===== config.mk =====
export PLATFORM = sky130hd
export DESIGN_NAME = instruction_fetch
export DESIGN_NICKNAME = d
export VERILOG_FILES = /design/src/rtl/instruction_fetch.sv
export SDC_FILE = /design/constraint.sdc
export NUM_CORES = 1
export LEC_CHECK = 0
export ABC_AREA = 1
export CELL_PAD_IN_SITES_DETAIL_PLACEMENT = 1
export CELL_PAD_IN_SITES_GLOBAL_PLACEMENT = 2
export CORE_MARGIN = 1
export CORE_UTILIZATION = 24
export DETAILED_ROUTE_END_ITERATION = 7
export GPL_TIMING_DRIVEN = 0
export PLACE_DENSITY_LB_ADDON = 0.1
export SETUP_SLACK_MARGIN = 0.02
export SLEW_MARGIN = 20
export SYNTH_ARGS = -nofsm -noshare
export SYNTH_HDL_FRONTEND = slang
export SYNTH_SLANG_ARGS = --single-unit

===== constraint.sdc =====
create_clock -name clk -period 2.5 [get_ports clk]
set_input_delay 0.5 -clock clk [delete_from_list [all_inputs] [get_ports clk]]
set_output_delay 0.5 -clock clk [all_outputs]
set_load 0.01 [all_outputs]

===== src/rtl/instruction_fetch.sv =====
// Instruction fetch stage: latches the PC on a fetch request, reads instruction
// memory, and holds the returned word for decode. Also reports misaligned-PC and
// memory-timeout faults, and drains a response that is still outstanding after a flush.
module instruction_fetch #(
  parameter int          ADDR_W      = 64,
  parameter int          INSTR_W     = 32,
  parameter logic [2:0]  FETCH_STATE = 3'b000,
  parameter int          TIMEOUT     = 255,
  parameter int          TIMEOUT_W   = 8
) (
  input  logic               clk,
  input  logic               reset,
  input  logic [2:0]         state,
  input  logic [ADDR_W-1:0]  pc,
  input  logic               flush,
  output logic [ADDR_W-1:0]  pc_plus_4,
  output logic               imem_req_valid,
  output logic [ADDR_W-1:0]  imem_req_addr,
  input  logic               imem_req_ready,
  input  logic               imem_resp_valid,
  input  logic [INSTR_W-1:0] imem_resp_data,
  output logic [INSTR_W-1:0] instr,
  output logic [ADDR_W-1:0]  instr_pc,
  output logic               instr_valid,
  input  logic               instr_ready,
  output logic               fetch_busy,
  output logic               fetch_fault,
  output logic [1:0]         fault_cause,
  output logic [2:0]         fsm_state
);

  // Handshake rules: a request transfers on a cycle where imem_req_valid and
  // imem_req_ready are both high, and imem_req_addr stays stable until it does.
  // A response is a single-cycle imem_resp_valid pulse with no back-pressure.
  // Decode takes the instruction on a cycle where instr_valid and instr_ready are both high.

  typedef enum logic [2:0] {
    S_IDLE  = 3'd0,
    S_REQ   = 3'd1,
    S_WAIT  = 3'd2,
    S_HOLD  = 3'd3,
    S_FAULT = 3'd4,
    S_DRAIN = 3'd5
  } fetch_state_e;

  localparam logic [TIMEOUT_W-1:0] TIMEOUT_VAL = TIMEOUT_W'(TIMEOUT);
  localparam logic [ADDR_W-1:0]    FOUR        = ADDR_W'(4);
  localparam logic [1:0]           CAUSE_NONE  = 2'b00;
  localparam logic [1:0]           CAUSE_ALIGN = 2'b01;
  localparam logic [1:0]           CAUSE_TIME  = 2'b10;

  fetch_state_e           cur;
  logic [ADDR_W-1:0]      fetch_pc;
  logic [INSTR_W-1:0]     instr_q;
  logic [ADDR_W-1:0]      instr_pc_q;
  logic [TIMEOUT_W-1:0]   counter;
  logic [1:0]             cause_q;
  logic                   timed_out;
  logic [TIMEOUT_W-1:0]   counter_next;

  assign timed_out    = (counter == TIMEOUT_VAL);
  // Holding at TIMEOUT keeps a flush late in WAIT from wrapping the drain window.
  assign counter_next = timed_out ? counter : counter + 1'b1;

  always_ff @(posedge clk or negedge reset) begin
    if (!reset) begin
      cur        <= S_IDLE;
      fetch_pc   <= '0;
      instr_q    <= '0;
      instr_pc_q <= '0;
      counter    <= '0;
      cause_q    <= CAUSE_NONE;
    end else begin
      case (cur)
        S_IDLE: begin
          if (state == FETCH_STATE) begin
            fetch_pc <= pc;
            if (pc[1:0] != 2'b00) begin
              cur     <= S_FAULT;
              cause_q <= CAUSE_ALIGN;
            end else begin
              cur <= S_REQ;
            end
          end
        end
        S_REQ: begin
          if (flush) begin
            cur <= S_IDLE;
          end else if (imem_req_ready) begin
            cur     <= S_WAIT;
            counter <= '0;
          end
        end
        S_WAIT: begin
          counter <= counter_next;
          if (flush) begin
            // A response arriving in the flush cycle is the one in flight, so nothing is left to drain.
            cur <= imem_resp_valid ? S_IDLE : S_DRAIN;
          end else if (imem_resp_valid) begin
            instr_q    <= imem_resp_data;
            instr_pc_q <= fetch_pc;
            cur        <= S_HOLD;
          end else if (timed_out) begin
            cur     <= S_FAULT;
            cause_q <= CAUSE_TIME;
          end
        end
        S_HOLD: begin
          if (flush || instr_ready) begin
            cur <= S_IDLE;
          end
        end
        S_FAULT: begin
          if (flush) begin
            cur     <= S_IDLE;
            cause_q <= CAUSE_NONE;
          end
        end
        S_DRAIN: begin
          counter <= counter_next;
          if (imem_resp_valid || timed_out) begin
            cur <= S_IDLE;
          end
        end
        default: begin
          cur <= S_IDLE;
        end
      endcase
    end
  end

  assign pc_plus_4      = fetch_pc + FOUR;
  assign imem_req_addr  = fetch_pc;
  assign imem_req_valid = (cur == S_REQ);
  assign instr          = instr_q;
  assign instr_pc       = instr_pc_q;
  assign instr_valid    = (cur == S_HOLD);
  assign fetch_busy     = (cur == S_REQ) || (cur == S_WAIT) || (cur == S_DRAIN);
  assign fetch_fault    = (cur == S_FAULT);
  assign fault_cause    = cause_q;
  assign fsm_state      = cur;

endmodule


==> run_results.csv <==
group,metric,value,unit
run_status,status,"complete, but fails checks",
run_status,violations,"setup timing",
logic_synthesis,ys_top_cells_by_count,"nand2_1 (317), nor2_1 (186), dfrtp_1 (173), inv_1 (87), o21ai_0 (79)",
floorplanning,num_io_pins,338,
logic_synthesis,async_flop_share,100,%
route,drtPass1Iterations,4,
power_and_ir_drop,power_density,1180,nW/um2
sta,fin_ws,-0.0673,ns
clock_network,cts.sinks,173,
logic_synthesis,ys.flop_type,"dfrtp_1",
route,drtAntennaViolNets,0,
global_route,grt-ovfl-total,0,
finish,post-route-cell-area,15500,um2
sta,setup_viol,9,
logic_synthesis,yosys_warnings,0,
route,wirelength,40500,um
floorplanning,fp.dieH,194,um
route,drc,0,
placement,io_buffers,337,
sta,final_max_slew_viol_count,0,
setup_path,max_stage_delay,0.41,ns
clock_network,insertion_delay,0.46,ns
floorplanning,start_util,24.6,%
global_route,antenna_found_initial,5,
placement,dpl_cell_area,12800,um2
min_path,hold_path_class,"reg2reg",
logic_synthesis,yosys.area.top_type,"dfrtp_1",
clock_network,cts_tree,"yes",
setup_path,crit_path_start_kind,"register",
setup_path,crit_family,"buffers and inverters",
setup_path,cp_slowest_cell,"dfrtp_2",
sta,hold_slack,0.478,ns
power_and_ir_drop,total_power,18.2,mW
floorplanning,rows,69,
route,wire_per_inst,19.9,um
run,drv_cap,0,
sta,post-route-min-period,2.57,ns
power_and_ir_drop,ir_drop,559,uV
logic_synthesis,synth.net_count,1193,
setup_path,cp_max_fo,5,
clock_network,clkTransAtPathRegs,0.08,ns
sta,rsz0062_at_grt,"true",
global_route,grt_pass1_wl,60000,um
sta,finalHoldViolations,0,
sta,finClkSkew,0.00772,ns
setup_path,endpoint_kind,"output port",
setup_path,critPathMostFrequentCell,"buf_6",
sta,slew_headroom,68.2,%
setup_path,crit_buf_inv,6,
logic_synthesis,ys_ff_latch,173,
logic_synthesis,avgSynthCellArea,8.14,um2
logic_synthesis,synth_edf_count,0,
route,vias,9216,
clock_network,cts_buffer_depth,2,
setup_path,cp_data_arrival_time,2.07,ns
setup_path,crit_type,"reg2out",
clock_network,numCtsBuffers,17,
placement,gp_congestion,0.840,
logic_synthesis,synth_area_leaders,"dfrtp_1 (49%), nand2_1 (14%), nor2_1 (7.9%), o21ai_0 (4.5%), mux2_4 (4.4%)",
finish,layout-drive-gt1-share,34.9,%
logic_synthesis,yosysUniqueCellTypes,28,
finish,area_delta_synth_final,75.7,%
logic_synthesis,synth_top_area_share,49.1,%
logic_synthesis,synthesis.instances,1083,
global_route,grt_pass1_vias,9684,
finish,layout.nets,1669,
sta,post-route-period-util,103,%
logic_synthesis,syn_area,8810,um2
clock_network,cts.htree.levels,4,
global_route,grt_max_degree,67,
sta,fmax,390,MHz
logic_synthesis,yosysSeqAreaShare,49.1,%
floorplanning,dieArea,37500,um2
sta,worst_pin_slew,0.477,ns
route,vias_per_cell,4.53,
setup_path,critPathRequiredTime,2.00,ns
route,drt-initial-drc-count,275,
floorplanning,die_w,194,um
clock_network,cts_root_buffer,"clkbuf_16",
logic_synthesis,synthMostInstantiatedCell,"nand2_1",
power_and_ir_drop,p_leak,7.27,nW
placement,dp_hpwl,31400,um
floorplanning,core_area,35800,um2
setup_path,cp_cell_sequence,"buf_6 > buf_8 > clkinvlp_4 > nor2_4 > buf_6 > buf_4 > nand4_1 > nand2_2 > buf_6",
global_route,grtUsageTotal,21.6,%
routing by layer:
layer	GRT usage (%)	vias to the layer above	part of all wire, %
met5	0	-	0.084
met4	4.92	6	1.1
met3	6.50	27	6.7
met2	37.1	223	50
met1	26.4	4565	42
li1	-	4395	-
final timing paths:
check,from,end,slack (ns),depth (start not counted)
min in group asynchronous,reset,instr[4]$_DFFE_PN0P_,0.55,2
min,fault_cause[1]$_DFFE_PN0P_,fault_cause[1]$_DFFE_PN0P_,0.48,2
max,imem_req_addr[2]$_DFFE_PN0P_,pc_plus_4[43],-0.07,9
min reg2reg,fault_cause[1]$_DFFE_PN0P_,fault_cause[1]$_DFFE_PN0P_,0.48,2
max reg2reg,fsm_state[0]$_DFFE_PN0P_,imem_req_addr[47]$_DFFE_PN0P_,0.69,8
max in group asynchronous,reset,fsm_state[1]$_DFFE_PN0P_,1.20,3
logic make-up (layout without fill, tap and decap cells):
kind of cell | Yosys count | count (layout) | share of synthesized area [%]
compound gates | 141 | 141 | 8.01
buf+inv | 122 | 611 | 6.42
other cells | 0 | 1 | 0
fa+ha+maj | 5 | 5 | 0.710
mux | 46 | 46 | 6.99
xor+xnor | 33 | 33 | 3.28
simple gates | 563 | 563 | 25.5
flops | 173 | 173 | 49.1
through the flow:
stage	setup TNS (ns)	worst slack (ns)	cells	utilization, %
final	-0.260	-0.0673	2034	43.2
after global routing	-2.22	-0.134	2033	43.2
after global placement	-1238.37	-7.08	1881	35.6
after CTS	-2.07	-0.172	1999	41.1
after detailed placement	-17.76	-0.855	1883	35.8
after floorplan	0	0.372	1083	-
report_power, final:
| part | total (mW) | switching [mW] | internal (mW) | leakage [nW] |
|---|---|---|---|---|
| sequential | 5.27 | 1.23 | 4.05 | 2.10 |
| clock | 2.77 | 1.32 | 1.45 | 0.296 |
| combinational | 10.2 | 5.21 | 4.96 | 4.87 |
state kept, by name (all words and copies together) (netlist names):
signal,flops
instr,32
instr_pc,64
imem_req_addr,64
counter,8
fsm_state,3
fault_cause,2
tightest hold or removal path, cell delays in order, from the launching register on:
cell and delay (ns):
dfrtp_1 0.35, nand2_1 0.05, nand2_1 0.05
cell usage in the layout, fill, tap and decap left out, drive strengths merged:
cell	count
clkdlybuf4s50	275
xor2	32
inv	96
nand4	16
xnor2	1
a21oi	56
clkinv	5
nand3	33
mux2	46
nor3	2
nand3b	1
nand2	319
dlygate4sd3	1
dlygate4sd2	3
clkdlybuf4s15	5
bufinv	1
clkinvlp	1
dlymetal6s2s	2
clkbuf	31
nor2	192
buf	191
diode	1
dfrtp	173
o21ai	85
ha	5
cell type report:
cell class                 instances  area [um2]
timing repair buffer             457        4240
buffer                            33         233
multi-input combinational        788        5110
tap                              461         577
inverter                          89         348
sequential                       173        4380
fill                            4139       20300
clock buffer                      18         439
clock inverter                    14         154
antenna                            1        2.50
repair_timing:
item / 4_1_cts / 5_1_grt
pin swaps: 45 / 85
endpoints found under the setup margin: 62 / 54
hold buffers: 1 / 0
hold endpoints to repair: 47 / 0
gates resized for setup: 432 / 215
setup buffers: 83 / 38
Note: power is estimated with default switching activity, not from simulation.
